$ cat config.mk
export PLATFORM = sky130hd
export DESIGN_NAME = vga_sync_gen
export DESIGN_NICKNAME = d
export VERILOG_FILES = /design/src/rtl/vga_sync_gen.sv
export SDC_FILE = /design/constraint.sdc
export NUM_CORES = 1
export LEC_CHECK = 0
export BUFFER_PORTS_ARGS = -buffer_cell sky130_fd_sc_hd__buf_2
export CAP_MARGIN = 15
export CORE_ASPECT_RATIO = 1.4
export CORE_UTILIZATION = 25
export CTS_CLUSTER_SIZE = 28
export DETAILED_ROUTE_END_ITERATION = 8
export PLACE_DENSITY = 0.48
export SLEW_MARGIN = 20
export SYNTH_ARGS = -nofsm -noshare
export SYNTH_HDL_FRONTEND = slang
export SYNTH_SLANG_ARGS = --single-unit
$ cat constraint.sdc
create_clock -name clk -period 12.3 [get_ports clk]
set_input_delay 2.46 -clock clk [delete_from_list [all_inputs] [get_ports clk]]
set_output_delay 2.46 -clock clk [all_outputs]
set_load 0.02 [all_outputs]
$ cat src/rtl/vga_sync_gen.sv
// VGA sync source: 11-bit h/v pixel counters with hsync, vsync, active and
// frame_start strobes, plus a shadow/live threshold bank loaded per frame.
//
// Ports:
//   clk, rst (sync, active-high), en (pixel enable)
//   cfg_we/cfg_sel/cfg_wdata : shadow threshold write port
//   cfg_rdata                : shadow[cfg_sel], one clk latency
//   hcount, vcount           : current pixel position
//   hsync, vsync, active, frame_start : registered timing strobes
module vga_sync_gen #(
  parameter logic [10:0] H_ACT  = 11'd640,
  parameter logic [10:0] H_SS   = 11'd656,
  parameter logic [10:0] H_SE   = 11'd752,
  parameter logic [10:0] H_LAST = 11'd799,
  parameter logic [10:0] V_ACT  = 11'd480,
  parameter logic [10:0] V_SS   = 11'd490,
  parameter logic [10:0] V_SE   = 11'd492,
  parameter logic [10:0] V_LAST = 11'd524,
  parameter logic        HS_POL = 1'b0,
  parameter logic        VS_POL = 1'b0
) (
  input  logic        clk,
  input  logic        rst,
  input  logic        en,
  input  logic        cfg_we,
  input  logic [2:0]  cfg_sel,
  input  logic [10:0] cfg_wdata,
  output logic [10:0] cfg_rdata,
  output logic [10:0] hcount,
  output logic [10:0] vcount,
  output logic        hsync,
  output logic        vsync,
  output logic        active,
  output logic        frame_start
);

  localparam int I_HACT  = 0;
  localparam int I_HSS   = 1;
  localparam int I_HSE   = 2;
  localparam int I_HLAST = 3;
  localparam int I_VACT  = 4;
  localparam int I_VSS   = 5;
  localparam int I_VSE   = 6;
  localparam int I_VLAST = 7;

  localparam logic [7:0][10:0] DEF = {
    V_LAST, V_SE, V_SS, V_ACT,
    H_LAST, H_SE, H_SS, H_ACT
  };

  logic [7:0][10:0] shadow_q, shadow_d;
  logic [7:0][10:0] live_q, live_d;
  logic [10:0]      hcount_q, hcount_d;
  logic [10:0]      vcount_q, vcount_d;
  logic [10:0]      rdata_q, rdata_d;
  logic             hsync_q, hsync_d;
  logic             vsync_q, vsync_d;
  logic             active_q, active_d;
  logic             fstart_q, fstart_d;
  logic             h_wrap, v_wrap, frame_end;

  always_comb begin
    shadow_d = shadow_q;
    if (cfg_we) shadow_d[cfg_sel] = cfg_wdata;

    h_wrap    = (hcount_q == live_q[I_HLAST]);
    v_wrap    = (vcount_q == live_q[I_VLAST]);
    frame_end = en && h_wrap && v_wrap;

    // Live bank takes the post-write shadow so a write on the
    // boundary edge lands in the new frame.
    live_d = frame_end ? shadow_d : live_q;

    hcount_d = hcount_q;
    vcount_d = vcount_q;
    if (en) begin
      hcount_d = h_wrap ? 11'd0 : hcount_q + 11'd1;
      if (h_wrap) begin
        vcount_d = v_wrap ? 11'd0 : vcount_q + 11'd1;
      end
    end

    // Strobes derive from next-state counters and next-state
    // thresholds so they line up with the registered counters.
    hsync_d  = hsync_q;
    vsync_d  = vsync_q;
    active_d = active_q;
    fstart_d = fstart_q;
    if (en) begin
      if (hcount_d == live_d[I_HSS]) begin
        hsync_d = HS_POL;
      end else if (hcount_d == live_d[I_HSE]) begin
        hsync_d = ~HS_POL;
      end
      if (vcount_d == live_d[I_VSS]) begin
        vsync_d = VS_POL;
      end else if (vcount_d == live_d[I_VSE]) begin
        vsync_d = ~VS_POL;
      end
      active_d = (hcount_d < live_d[I_HACT]) &&
                 (vcount_d < live_d[I_VACT]);
      fstart_d = (hcount_d == 11'd0) &&
                 (vcount_d == 11'd0);
    end

    rdata_d = shadow_q[cfg_sel];
  end

  always_ff @(posedge clk) begin
    if (rst) begin
      shadow_q <= DEF;
      live_q   <= DEF;
      hcount_q <= H_LAST;
      vcount_q <= V_LAST;
      hsync_q  <= ~HS_POL;
      vsync_q  <= ~VS_POL;
      active_q <= 1'b0;
      fstart_q <= 1'b0;
      rdata_q  <= 11'd0;
    end else begin
      shadow_q <= shadow_d;
      live_q   <= live_d;
      hcount_q <= hcount_d;
      vcount_q <= vcount_d;
      hsync_q  <= hsync_d;
      vsync_q  <= vsync_d;
      active_q <= active_d;
      fstart_q <= fstart_d;
      rdata_q  <= rdata_d;
    end
  end

  assign cfg_rdata   = rdata_q;
  assign hcount      = hcount_q;
  assign vcount      = vcount_q;
  assign hsync       = hsync_q;
  assign vsync       = vsync_q;
  assign active      = active_q;
  assign frame_start = fstart_q;

endmodule

==> results of run 1 <==
-- cells in the mapped netlist (all sizes together) (2+ instances only) --
library cell    n
or3             2
and3b           2
nor2          202
nand2          21
mux2i         101
clkbuf         45
a21oi          63
a211o          10
nor3           18
mux4           22
ha             22
nand2b         63
xnor2          50
nor4            5
nand4          18
dfxtp         213
xor2           18
or2            12
a31oi           2
and2            2
buf            22
mux2           11
nand4b          3
and3            6
a211oi         13
o21ai          17
a311oi          2
a22oi           8
a21o            5
inv            16
nand3          15
nor2b          11
-- power breakdown --
part / internal, mW / switching (mW) / leakage [nW]
Clock: 0.444 / 0.291 / 0.392
Combinational: 0.386 / 0.654 / 2.37
Sequential: 0.774 / 0.0709 / 1.73
Total: 1.60 / 1.02 / 4.49
-- sequential cells by signal (all words and copies together), names as in the netlist --
register and cells:
vcount 11, frame_start 1, shadow_q 88, cfg_rdata 11
active 1, live_q 88, vsync 1, hsync 1
hcount 11
-- stage by stage --
stage | worst slack, ns | instance area [um2] | hold WS [ns] | total power, mW
finish | 6.262 | 11380 | 0.4658 | 2.620
CTS | 6.289 | 11380 | 0.4749 | 2.644
global route | 5.874 | 11380 | 0.5057 | 2.788
detailed placement | 5.787 | 10590 | 0.4577 | 1.902
global placement | 5.773 | 10590 | 0.4566 | 1.898
floorplan | 6.748 | 9762 | 0.4361 | 1.593
-- how the worst min path moves through the flow --
| stage | end | slack, ns | cells after the start |
|---|---|---|---|
| 4_1_cts | live_q[49]$_SDFF_PP1_ | 0.47 | 2 |
| 2_1_floorplan | live_q[49]$_SDFF_PP1_ | 0.44 | 2 |
| 5_1_grt | live_q[69]$_SDFF_PP1_ | 0.51 | 2 |
| 3_3_place_gp | live_q[52]$_SDFF_PP1_ | 0.46 | 2 |
| 3_5_place_dp | live_q[49]$_SDFF_PP1_ | 0.46 | 2 |
| 6_report | live_q[49]$_SDFF_PP1_ | 0.47 | 2 |
-- kinds of logic (layout without fill, tap and decap cells) --
logic type,count (synthesis),after routing,synth area share [%]
buffers and inverters,83,129,3.384
adders and majority gates,22,22,2.820
muxes,134,134,16.70
AOI/OAI and AO/OA,130,130,8.254
and+or+nand+nor,383,383,19.06
DFF,213,213,43.68
xor gates and xnor gates,68,68,6.101
-- layer usage --
layer / up-vias / global-route usage [%]
met4: 0 / 7.589
met5: - / 0
li1: 3609 / -
met3: 47 / 1.376
met2: 122 / 29.05
met1: 3548 / 19.06
-- layout make-up --
cell class	count	share of cell area, %
Clock inverter	12	1.462
Multi-Input combinational cell	737	45.64
Clock buffer	28	5.485
Tap cell	522	5.738
Sequential cell	213	37.46
Inverter	16	0.5276
Timing Repair Buffer	73	3.683
-- worst max-delay path, stage by stage --
cell and delay, ns:
buf_2 0.31, inv_2 0.19, nor4_4 0.90, nand2_4 0.43, buf_4 0.52, nor2_1 0.20
a21oi_1 0.07, ha_1 0.35, a21o_1 0.16, a21o_1 0.17, a21oi_1 0.19, o21a_1 0.15
a311oi_1 0.06, o32ai_1 0.27
==> flow_summary.toml, run 1 <==
[floorplan]
die_w_um = 169.0
die_area_um2 = 39850
die_h_um = 235.8
core_um2 = 38500
start_util_pct = 25.36
rows = 85
ios = 55

[cts]
cts_tree = "done"
postCtsHoldBufs = 0
cts_resized = 0
cts_setup_buffers = 0
htreeDepth = 1
clk_latency_ns = 0.52
clk_pin_slew_ns = 0.07
cts.sinks = 213
clockRootBuffer = "clkbuf_16"
max-clock-path-buffers = 3
cts_buffers = 22

[detailed_routing]
wl_met3_um = 768
drt_iter0_drc = 505
drtAntennaViolNets = 0
vias_per_cell = 4.576
dr.pass1.iters = 4
drt-met1-wl_um = 13410
top_layer = "met4"
drc_errors = 0
routed-wl-met2_um = 16280
drt-total-wl_um = 31780
vias = 7326
wl_per_cell_um = 19.85

[yosys]
synthesis.nets = 1073
syn_area_um2 = 9762
synth_edf_count = 0
postSynthAreaPerCell_um2 = 9.450
synth.area.top_cells = "dfxtp_1, mux2i_1, nor2_1"
synthArstFlopShare_pct = 0
ys_types = 53
synth_top_area_cell = "dfxtp_1"
syn_inst = 1033
yosysWarnings = 0
synth_seq_cells = 213
ys_seq_area_share_pct = 43.68
synth_top_area_share_pct = 43.68
synth_flop_cell = "dfxtp_1"

[power_and_ir_drop]
pwr_density_cell_nw_per_um2 = 230.2
ir_worst_vdd_mv = 0.1066
leakagePower_nw = 4.491

[placed_design]
gp_congestion = 0.8366
dp.cells = 1561
dp.final_hpwl_um = 23270
port_buffers = 54

[sta]
tightest_slew_ns = 1.081
slew_headroom_pct = 27.90
fin_crit_sh_pct = 49.09
rsz0062_at_grt = "no"
final_hold_viol_count = 0
fin_crit_ns = 6.038
slew_violations = 0
clock.fmax_ghz = 0.1656
finalSetupTns_ns = 0
setup-violations-final = 0
finClkSkew_ns = 0.01024

[layout]
final_cell_mix = "dfxtp_1, nor2_1, mux2i_1"
area_growth_pct = 16.60
multi_input_area_um2 = 5195
utilization_pct = 29.56
layout_commonest_cell = "dfxtp_1"
diodes = 0
final_cells = 1601
seq_area_um2 = 4264
fillers = 4123
nets = 1103
layout-drive-gt1-share_pct = 15.85

[min_path]
hold_start = "live_q[49]$_SDFF_PP1_"
hold_path_class = "register to register"

[critical_path]
reg2reg_to = "active$_SDFFE_PP0P_"
cp-start-kind = "input pin"
rrSetupSlack_ns = 7.81
crit_fanout = 87
r2r-start = "hcount[5]$_SDFF_PP0_"
rr_worst_depth = 14
required_ns = 12.72
crit_arrival_ns = 6.46
end_kind = "register"
crit_path_end = "active$_SDFFE_PP0P_"
worstSetupPathType = "input pin to register"
cp-startpoint = "en"

[grt]
antenna_found_initial = 0
grt_pass1_vias = 7313
globalRouteOverflowTotal = 0
track_usage_pct = 16.09
grt_pass1_wl_um = 47440
grt_max_degree = 109

[run_status]
outcome = "complete, no violations"

[job]
maxCapViolCount = 0
Power figures use the tool's default switching activity.
==> inputs of run 2 (changes only) <==
--- a/config.mk
+++ b/config.mk
@@ -5,13 +5,14 @@
 export SDC_FILE = /design/constraint.sdc
 export NUM_CORES = 1
 export LEC_CHECK = 0
+export ABC_AREA = 1
 export BUFFER_PORTS_ARGS = -buffer_cell sky130_fd_sc_hd__buf_2
 export CAP_MARGIN = 15
 export CORE_ASPECT_RATIO = 1.4
 export CORE_UTILIZATION = 25
 export CTS_CLUSTER_SIZE = 28
 export DETAILED_ROUTE_END_ITERATION = 8
-export PLACE_DENSITY = 0.48
+export PLACE_DENSITY = 0.5
 export SLEW_MARGIN = 20
 export SYNTH_ARGS = -nofsm -noshare
 export SYNTH_HDL_FRONTEND = slang
==> constraint.sdc (replaced) <==
create_clock -name clk -period 5.4 [get_ports clk]
set_input_delay 1.08 -clock clk [delete_from_list [all_inputs] [get_ports clk]]
set_output_delay 1.08 -clock clk [all_outputs]
set_load 0.02 [all_outputs]
==> flow_summary.toml, run 2 <==
[run_status]
outcome = "finished, violations left"
violations = "DRC"

[sta]
fin_ws_ns = 1.483
setup-violations-final = 0
fin_crit_ns = 3.917
finClkSkew_ns = 0.02217
tightest_slew_ns = 1.062
slew_violations = 0
hold_ws_ns = 0.4574
finalSetupTns_ns = 0
clock.fmax_ghz = 0.2553
final_hold_viol_count = 0
fin_crit_sh_pct = 72.55
slew_headroom_pct = 29.17
rsz0062_at_grt = "no"

[min_path]
hold_path_class = "register to register"
holdPathStages = 2
hold_path_end = "live_q[61]$_SDFF_PP1_"
hold_start = "live_q[61]$_SDFF_PP1_"

[detailed_routing]
drt-total-wl_um = 40290
drc_errors = 4
drt_iter0_drc = 696
vias = 10260
wl_per_cell_um = 18.23
dr.pass1.iters = 7
vias_per_cell = 4.642
drtAntennaViolNets = 0

[yosys]
ys_types = 40
synthMostInstantiatedCell = "nand2_1"
postSynthAreaPerCell_um2 = 6.547
synth_compound_area_share_pct = 14.39
synthesis.nets = 1666
syn_inst = 1626
synth_edf_count = 0
synth_flop_cell = "dfxtp_1"
synth_top_area_share_pct = 40.06
syn_area_um2 = 10650
netlist_top_cells_count = "nand2_1, nor2_1, dfxtp_1"
yosys.area_share.simple_pct = 31.73
synth_top_area_cell = "dfxtp_1"
synth_top_family_by_area = "simple AND/OR/NAND/NOR gates"
ys_seq_area_share_pct = 40.06
yosysWarnings = 0
synthXorXnorAreaFrac_pct = 1.728
synthMuxAreaShare_pct = 0
synth.area.top_cells = "dfxtp_1, nand2_1, nor2_1"
synth_seq_cells = 213
synth-adder-area-share_pct = 2.586
synthArstFlopShare_pct = 0

[floorplan]
start_util_pct = 25.29
ios = 55
die_area_um2 = 43420
rows = 89
die_w_um = 176.4
core_um2 = 42090
die_h_um = 246.2

[power_and_ir_drop]
power.total_mw = 6.686
pwr_density_cell_nw_per_um2 = 552.3
p_switching_mw = 3.083
switching_share_pct = 46.11
p_clk_share_pct = 22.5
p_int_mw = 3.603
ir_worst_vdd_mv = 0.2999
leakagePower_nw = 5.714
comb_power_share_pct = 47.6
pwr-share-seq_pct = 29.9

[layout]
reg_top3 = "live_q (88), shadow_q (88)"
layout_commonest_cell = "nand2_1"
final_cells = 2210
area_growth_pct = 13.73
final_cell_mix = "nand2_1, nor2_1, dfxtp_1"
nets = 1690
layout-drive-gt1-share_pct = 8.539

[critical_path]
slowest_stage = "dfxtp_1"
reg2reg_to = "active$_SDFFE_PP0P_"
critPathTopFamily = "simple AND/OR/NAND/NOR gates"
rr_worst_depth = 16
rrSetupSlack_ns = 1.48
required_ns = 5.85
slowest_delay_ns = 0.53
crit_arrival_ns = 4.36
cp.buffers_inverters = 3
worstSetupPathType = "register to register"
r2r-start = "vcount[7]$_SDFF_PP0_"
cp-start-kind = "register"
timing.critical_path.cells = "xnor2_1, nand2_1, nor2_1, inv_1, nor2_2, nand3_2, inv_2, buf_4, nand2_1, o21ai_0, ha_1, a21oi_1, o211ai_1, a2111oi_0, nand3_1, a21oi_1"
crit_fanout = 37
end_kind = "register"

[cts]
clk_latency_ns = 0.54
htreeDepth = 1
cts_buffers = 23
clk_pin_slew_ns = 0.07
postCtsHoldBufs = 0
max-clock-path-buffers = 3
cts.sinks = 213
clockRootBuffer = "clkbuf_16"
cts_setup_buffers = 0
cts_tree = "done"
cts_resized = 0

[grt]
globalRouteOverflowTotal = 0
track_usage_pct = 18.63
antenna_found_initial = 0
grt_max_degree = 86
grt_pass1_wl_um = 60320
grt_pass1_vias = 9928

[placed_design]
dp.cells = 2171
dp.final_hpwl_um = 30320
port_buffers = 54
place_ws_ns = 1.157
gp_congestion = 0.9018

[job]
maxCapViolCount = 0
## run 2: changes by cell type in the layout (fill, tap and decap cells not counted), sizes merged, moves of 47 or more
cell,delta
nand2b,-63
nand3,+47
nand2,+476
o21ai,+121
inv,+158
mux2i,-101
## run 2: through the flow
step	util, %	cell area, um2
floorplan	-	10650
global placement	27.15	11430
detailed placement	27.15	11430
CTS	28.76	12100
global route	28.76	12100
finish	28.76	12110
## run 2: worst max path at each step
stage | end | cells after the start | slack (ns) | startpoint
final | active$_SDFFE_PP0P_ | 16 | 1.48 | vcount[7]$_SDFF_PP0_
after floorplan | active$_SDFFE_PP0P_ | 13 | 2.33 | en
after detailed placement | active$_SDFFE_PP0P_ | 13 | 1.16 | en
after global placement | active$_SDFFE_PP0P_ | 13 | 1.16 | en
after global routing | active$_SDFFE_PP0P_ | 18 | 1.18 | vcount[8]$_SDFF_PP0_
after CTS | active$_SDFFE_PP0P_ | 16 | 1.52 | vcount[7]$_SDFF_PP0_
## run 2: final cells by class
cell class                 instances  area (um2)
timing repair buffer              78       452.9
clock inverter                     6       36.28
tap                              546       683.2
antenna                            1       2.502
multi-input combinational       1160        5369
clock buffer                      32       639.4
sequential                       213        4264
inverter                         174       659.4
fill                            4726       29990
## run 2: tightest hold or removal path: cells and delay by family (launching register included)
| family | cells | cell delay [ns] |
|---|---|---|
| AND/OR/NAND/NOR | 2 | 0.12 |
| flip-flops | 1 | 0.31 |
## run 2: kinds of logic after synthesis
group / after synthesis
fa+ha+maj: 22
flops: 213
xor+xnor: 21
buf+inv: 253
compound gates: 275
simple gates: 842
## run 2: power by group through the flow
stage | registers (mW) | logic (mW) | clock network (mW)
2_1_floorplan | 2.02 | 2.31 | 0
3_3_place_gp | 2.03 | 3.17 | 0
3_5_place_dp | 2.04 | 3.19 | 0
4_1_cts | 2.00 | 3.21 | 1.53
5_1_grt | 2.03 | 3.63 | 1.58
6_report | 2.00 | 3.18 | 1.50
## run 2: routing by layer
layer  GRT usage, %  share of wire (%)
met5              0                  0
met4          16.53                9.4
met3          1.836                3.5
met2          32.52                 49
met1          19.88                 38
